## src/rtl/loader_pkg.sv

```systemverilog
// Shared types and constants for the program loader: FSM state encoding and
// memory chip-select levels (the chip select is active-low).
package loader_pkg;

    typedef enum logic [2:0] {
        IDLE   = 3'd0,
        ACCEPT = 3'd1,
        WR_LO  = 3'd2,
        WR_HI  = 3'd3,
        DONE   = 3'd4,
        ERR    = 3'd5
    } loader_state_e;

    localparam logic MEM_CS_ON  = 1'b0;
    localparam logic MEM_CS_OFF = 1'b1;

    function automatic logic is_busy_state(input loader_state_e s);
        return (s == ACCEPT) || (s == WR_LO) || (s == WR_HI);
    endfunction

endpackage

```

## src/rtl/program_loader.sv

```systemverilog
// Streams 16-bit instruction words into byte-wide memory (low byte first) and
// releases the CPU reset once the image is complete. Optional running checksum
// is built only when PROGRAM_LOADER_CHECKSUM_EN is defined.
module program_loader
    import loader_pkg::*;
#(
    parameter logic [15:0] BASE_ADDR = 16'h0000,
    parameter int          MAX_WORDS = 128
) (
    input  logic          Clock,
    input  logic          Reset,
    input  logic          Start,
    input  logic          In_Valid,
    output logic          In_Ready,
    input  logic [15:0]   In_Data,
    input  logic          In_Last,
    output logic          Mem_CS,
    output logic          Mem_WR,
    output logic [15:0]   Mem_Address,
    output logic [7:0]    Mem_Data,
    output logic          Cpu_Reset,
    output logic          Busy,
    output logic          Done,
    output logic          Error,
    output logic [7:0]    Checksum,
    output loader_state_e Dbg_State
);

    localparam logic [15:0] MAX_W = 16'(MAX_WORDS);

    // Handshake: a word moves on a rising edge where In_Valid and In_Ready are
    // both high. In_Ready is decoded from state only (never from In_Valid), and
    // the sender holds In_Data/In_Last stable until the word is taken.

    loader_state_e state, state_next;
    logic [15:0]   word_q;
    logic          last_q;
    logic [15:0]   count;
    logic [15:0]   pointer;
    logic          transfer;

    logic          cs_d;
    logic          wr_d;
    logic [15:0]   addr_d;
    logic [7:0]    data_d;

    assign In_Ready  = (state == ACCEPT);
    assign transfer  = In_Ready && In_Valid;
    assign Dbg_State = state;

    always_ff @(posedge Clock or negedge Reset) begin
        if (!Reset) state <= IDLE;
        else        state <= state_next;
    end

    always_comb begin
        state_next = state;
        case (state)
            IDLE:    if (Start) state_next = ACCEPT;
            ACCEPT: begin
                if (transfer) state_next = (count < MAX_W) ? WR_LO : ERR;
            end
            WR_LO:   state_next = WR_HI;
            WR_HI:   state_next = last_q ? DONE : ACCEPT;
            DONE:    state_next = DONE;
            ERR:     state_next = ERR;
            default: state_next = IDLE;
        endcase
    end

    // Memory outputs are registered from the next state so each strobe lines
    // up exactly with the WR_LO / WR_HI cycle. A WR_LO entry only comes from an
    // ACCEPT transfer, so the low byte is taken straight from In_Data.
    always_comb begin
        cs_d   = MEM_CS_OFF;
        wr_d   = 1'b0;
        addr_d = 16'h0000;
        data_d = 8'h00;
        case (state_next)
            WR_LO: begin
                cs_d   = MEM_CS_ON;
                wr_d   = 1'b1;
                addr_d = pointer;
                data_d = In_Data[7:0];
            end
            WR_HI: begin
                cs_d   = MEM_CS_ON;
                wr_d   = 1'b1;
                addr_d = pointer + 16'd1;
                data_d = word_q[15:8];
            end
            default: begin
            end
        endcase
    end

    always_ff @(posedge Clock or negedge Reset) begin
        if (!Reset) begin
            Mem_CS      <= MEM_CS_OFF;
            Mem_WR      <= 1'b0;
            Mem_Address <= 16'h0000;
            Mem_Data    <= 8'h00;
            Cpu_Reset   <= 1'b0;
            Busy        <= 1'b0;
            Done        <= 1'b0;
            Error       <= 1'b0;
        end else begin
            Mem_CS      <= cs_d;
            Mem_WR      <= wr_d;
            Mem_Address <= addr_d;
            Mem_Data    <= data_d;
            Cpu_Reset   <= (state_next == DONE);
            Busy        <= is_busy_state(state_next);
            Done        <= (state_next == DONE);
            Error       <= (state_next == ERR);
        end
    end

    always_ff @(posedge Clock or negedge Reset) begin
        if (!Reset) begin
            word_q  <= 16'h0000;
            last_q  <= 1'b0;
            count   <= 16'h0000;
            pointer <= BASE_ADDR;
        end else begin
            if (state == IDLE && Start) begin
                count   <= 16'h0000;
                pointer <= BASE_ADDR;
            end
            if (transfer && count < MAX_W) begin
                word_q <= In_Data;
                last_q <= In_Last;
            end
            // Pointer wraps modulo 2^16 by plain truncation.
            if (state == WR_HI) begin
                pointer <= pointer + 16'd2;
                count   <= count + 16'd1;
            end
        end
    end

`ifdef PROGRAM_LOADER_CHECKSUM_EN
    logic [7:0] checksum_q;

    // Mem_Data holds the byte being written during WR_LO / WR_HI.
    always_ff @(posedge Clock or negedge Reset) begin
        if (!Reset) begin
            checksum_q <= 8'h00;
        end else if (state == IDLE && Start) begin
            checksum_q <= 8'h00;
        end else if (state == WR_LO || state == WR_HI) begin
            checksum_q <= checksum_q + Mem_Data;
        end
    end

    assign Checksum = checksum_q;
`else
    assign Checksum = 8'h00;
`endif

endmodule

```

## config.mk

```make
export PLATFORM = sky130hd
export DESIGN_NAME = program_loader
export DESIGN_NICKNAME = d
export VERILOG_FILES = /design/src/rtl/loader_pkg.sv /design/src/rtl/program_loader.sv
export SDC_FILE = /design/constraint.sdc
export NUM_CORES = 1
export LEC_CHECK = 0
export CAP_MARGIN = 20
export CORE_UTILIZATION = 51
export DETAILED_ROUTE_END_ITERATION = 12
export GPL_ROUTABILITY_DRIVEN = 0
export PLACE_DENSITY = 0.89
export SYNTH_ARGS = -nofsm -noshare
export SYNTH_HDL_FRONTEND = slang
export SYNTH_SLANG_ARGS = --single-unit
```

## constraint.sdc

```tcl
create_clock -name Clock -period 1.93 [get_ports Clock]
set_input_delay 0.579 -clock Clock [delete_from_list [all_inputs] [get_ports Clock]]
set_output_delay 0.579 -clock Clock [all_outputs]
set_load 0.005 [all_outputs]
```

==> results.ini <==
[run_status]
status = finished clean

[cells_and_area]
final_core_util = 0.679
diodes = 0
syn_to_final_growth_pct = 29.1
n_fill_cell = 417
drive_gt1_frac = 0.152
final_nets = 367

[critical_path]
critPathKind = reg2reg
reg2reg_depth = 6
start_kind = flip-flop
cp.required_ps = 2170
crit_path_max_fanout = 15
cp.arrival_ps = 2150
cp-end-kind = flip-flop
r2r_start = Dbg_State[2]
reg2reg_setup_slack_ps = 20
reg2reg_to = pointer[15]

[power]
vdd_drop_max_v = 0.000596
p_leak_uw = 0.00187
power_density_nw_per_um2 = 1040

[synthesis]
synth_top_area_share = 0.571
mappedNetlistArea_sq_um = 3110
synthArstFlopShare = 1.00
syn_area_per_cell_sq_um = 11.2
synth_area_leaders = dfrtp_1 (57%), and2_1 (3.8%), nand2_1 (3.0%), buf_4 (2.9%), a22o_1 (2.8%)
yosys_warnings = 0
synth_edf_count = 0
ys_top_cells_by_count = dfrtp_1 (71), nand2_1 (25), and2_1 (19), o21ai_0 (14)
synth_most_common_cell = dfrtp_1
yosys_register_bits = 72
yosysSeqAreaShare = 0.579
postSynthCellCount = 278
synth_cell_type_count = 51
ys.flop_type = dfrtp_1
yosys.area.top_type = dfrtp_1

[global_routing]
antenna_found_initial = 0
grt_util_all_layers = 0.230
grt-ovfl-total = 0
grt_pass1_vias = 2350
grt_first_pass_wirelength_mm = 11.0
grt_max_degree = 73

[clock_network]
cts_buffers = 9
cts_buffer_depth = 2
cts_tree = done
clk_latency_ps = 350
cts_root_buffer = clkbuf_8
cts_hold_buf = 0
htree_levels = 3
cts_sinks = 72
clk_pin_slew_ps = 80

[drt]
drt_iter0_drc = 129
ant_nets = 0
drc_errors = 0
routed_wire_length_per_instance_um = 16.5
viasPerCell = 5.77
wl_mm = 7.01
firstDrtPassIters = 5
vias = 2446

[sta]
setup_ws_ps = 19.8
fin_hold_ws_ps = 233
fmax_mhz = 523
post-route-period-util = 0.990
tns_ps = 0
final.setup_skew_ps = 10.1
finalSetupViolCount = 0
slew_violations = 0
period_needed_ps = 1910
hold_violations = 0

[placed_design]
port_buffers = 54
dpl.hpwl_mm = 4.49
dpl_worst_slack_ps = -370

[die]
initial_utilization = 0.526
rows = 28
die_w_um = 80.1
ioPinCount = 63
dieArea_sq_um = 6420
die_h_um = 80.1
coreArea_sq_um = 5920

[job]
drv_cap = 0

[min_path]
min_path_type = in2async

cell families after synthesis:
| kind of cell | Yosys count | share of synthesized area |
|---|---|---|
| simple gates | 99 | 0.179 |
| compound gates | 61 | 0.130 |
| mux | 16 | 0.0550 |
| fa+ha+maj | 2 | 0.00803 |
| buf+inv | 27 | 0.0478 |
| flops | 72 | 0.579 |
| other cells | 1 | 0.00120 |
through the flow:
stage                     cell area (sq um)  power (uW)  cells
after CTS                              4000        4140    424
after global placement                 3760        2830    405
after floorplan                        3140        2520    285
final                                  4020        4170    424
after global routing                   4020        4390    424
after detailed placement               3760        2900    405
cells in the final DEF (no fill, tap or decap), types with 2 or more instances in the layout:
master,synthesis,layout
dfrtp_1,71,71
clkdlybuf4s50_1,0,48
nand2_1,25,25
and2_1,19,18
o21ai_0,14,14
nor2_1,12,12
buf_4,12,11
a22o_1,10,10
clkbuf_8,0,10
nand3_1,9,9
a31oi_1,8,8
o21ai_1,8,8
conb_1,1,8
nand4_1,7,7
mux2_2,7,7
and3_1,7,7
mux2i_1,7,7
a21oi_1,6,6
inv_1,4,4
dlygate4sd2_1,0,4
o31ai_1,3,3
clkinv_4,0,3
buf_6,0,3
nor3_1,2,2
nand2b_1,2,2
and4_1,2,2
mux2_1,2,2
o41ai_1,2,2
o211ai_1,2,2
ha_1,2,2
buf_12,0,2
state kept, by name (all words and copies together), names as in the netlist:
signal       cells
Dbg_State        3
Busy             1
Mem_CS           1
Mem_WR           1
Mem_Address     16
Mem_Data         8
pointer         15
last_q           1
Done             1
word_q           8
Error            1
count           16
where the power goes:
group | total [uW] | switching, uW | leakage [uW] | internal, uW
combinational | 775 | 354 | 0.000804 | 421
sequential | 2180 | 368 | 0.000964 | 1810
clock | 1220 | 583 | 0.000102 | 636
repair_timing:
item | in CTS | in global routing
resized for setup | 8 | 8
setup endpoints to repair | 5 | 41
endpoints found under the hold margin | 0 | 0
setup buffers | 3 | 0
final cells by class:
class / count / area, sq um / share of cell area
well taps: 75 / 93.8 / 0.0233
clock inverters: 6 / 68.8 / 0.0171
multi-input cells: 186 / 1220 / 0.303
repair buffers: 70 / 682 / 0.170
flip-flops and latches: 72 / 1800 / 0.448
clock buffers: 10 / 138 / 0.0342
inverters: 5 / 18.8 / 0.00467
layer usage:
metal / share of wire / wire length [um] / vias to the layer above / GRT usage
met5: 0 / 0 / - / 0
met1: 0.41 / 2860 / 1203 / 0.284
met3: 0.050 / 354 / 20 / 0.0625
met2: 0.51 / 3550 / 102 / 0.375
li1: - / - / 1121 / -
met4: 0.035 / 244 / 0 / 0.109
worst max path at each step:
stage | slack (ps) | depth (start not counted) | startpoint | endpoint
after floorplan | 190 | 5 | count[15] | word_q[13]
after global placement | -330 | 5 | Start | count[8]
after detailed placement | -370 | 5 | Start | count[2]
after CTS | 3 | 6 | Dbg_State[2] | pointer[15]
after global routing | -50 | 6 | Dbg_State[2] | pointer[15]
final | 20 | 6 | Dbg_State[2] | pointer[15]
critical path: stages, from the launching register on:
cell      delay (ps)
dfrtp_1          430
buf_4            160
nand3b_1         280
buf_6            240
nor4b_4          390
nand3_1          160
mux2i_1          140
(Power assumes the default switching activity.)
==> RTL change: new RTL, same flow settings <==
Add a define of `PROGRAM_LOADER_CHECKSUM_EN`.
--- a/src/rtl/program_loader.sv
+++ b/src/rtl/program_loader.sv
@@ -1,6 +1,8 @@
 // Streams 16-bit instruction words into byte-wide memory (low byte first) and
 // releases the CPU reset once the image is complete. Optional running checksum
 // is built only when PROGRAM_LOADER_CHECKSUM_EN is defined.
+`define PROGRAM_LOADER_CHECKSUM_EN
+
 module program_loader
     import loader_pkg::*;
 #(
Formal check against the unedited RTL: not equivalent (Yosys sat finds a counterexample within 4 cycles, from zero or initial values and one cycle with Reset low).
==> RTL change against the original RTL <==
Sequential cell count is 8 higher. Wire length increased by 17%. Setup slack gained 0.0093 ns. Final cell count increased by 26%. Area after synthesis is 21% higher. Non-clock buffer count up 17. Cell area up 20%. Maximum frequency up 0.49%. Critical path type is now flip-flop to output port. Critical endpoint is now Checksum[1]. Highest routed layer unchanged.
Power is not compared: it rests on default switching activity, and its combinational part moved more than twofold at a synthesized area within 25%.
==> RTL change: results (changes against the original RTL) <==
metric;value;unit;change
drive_above_1_share;15.8;%;+0.60 points
synthMuxAreaShare;6.35;%;+0.85 points
die_w;87.9;µm;+9.7%
routed-wl-met3;335;µm;-5.4%
inverters;10;;+5
synthArstFlopShare;100;%;unchanged
nFillCells;472;;+13%
met3_usage;3.58;%;-2.7 points
wl_met2;4.17;mm;+17%
ys_ff_latch;80;;+11%
place_inst;514;;+27%
synth_common_cells;dfrtp_1, o21ai_0, nand2_1;;
clk_share;3.73;%;-1.4 points
avgViaCountPerCell;5.55;;-3.9%
grt_max_degree;64;;-12%
grt_pass1_vias;2849;;+21%
ir_drop;438;µV;
nets;463;;+26%
combPwrFrac;3.4;%;
crit_path_top_delay_cell;clkdlybuf4s50_1;;
seq-cell-share;41.5;%;-3.4 points
multi_input_cells;244;;+31%
grt_first_pass_wirelength;13.2;mm;+20%
nonClkBufAreaFrac;17.2;%;+0.20 points
buffers_excl_clock;87;;+24%
hpwl;5.49;mm;+22%
drt-met1-wl;3.54;mm;+24%
crit_family;buffers and inverters;;
use_met2;38.5;%;+1.0 points
worstPathArrival;1.32;ns;-0.83 ns
placed_cell_area;4600;µm²;+22%
yosysUniqueCellTypes;50;;-2.0%
multi_input_area_share;34.4;%;+4.1 points
synth_fa_ha_area_share;3.52;%;+2.7 points
finalWirelength;8.20;mm;+17%
synth-xor-area-share;0.698;%;+0.70 points
p_leak;0.00217;µW;
synth_compound_area_share;12.7;%;-0.28 points
crit_path_max_fanout;4;;-11
portBuffers;62;;+15%
fin_cells;533;;+26%
gr-usage-all-layers;22.5;%;-0.58 points
skew;0.0128;ns;+0.00278 ns
final_cell_area;4830;µm²;+20%
synth_cells;349;;+26%
post-place-ws;-0.389;ns;-0.0193 ns
status;finished, final reports clean;;
drt-initial-drc-count;162;;+26%
max_stage_delay;0.53;ns;+0.10 ns
power;2920;µW;
[RTL change: what timing repair did]
item / CTS / global route
setup endpoints to repair: 6 / 6
pin swaps: 0 / 1
resized for setup: 10 / 5
buffers inserted: 2 / 2
[RTL change: cell families (layout without fill, tap and decap cells)]
kind of cell,Yosys count,count (layout)
xor+xnor,3,3
mux,22,22
compound gates,76,76
flops,80,80
buf+inv,25,113
simple gates,133,133
fa+ha+maj,10,10
[RTL change: final timing paths]
| path | from | end | slack [ns] | cells after the start |
|---|---|---|---|---|
| hold / removal | Reset | Mem_Address[5] | 0.06 | 1 |
| setup / recovery | Checksum[1] | Checksum[1] | 0.03 | 1 |
| hold reg to reg | count[15] | count[15] | 0.48 | 1 |
| min in group Clock | count[15] | count[15] | 0.48 | 1 |
| max in group asynchronous | Reset | Dbg_State[0] | 1.27 | 2 |
| setup reg to reg | Checksum[0] | Checksum[6] | 0.08 | 8 |
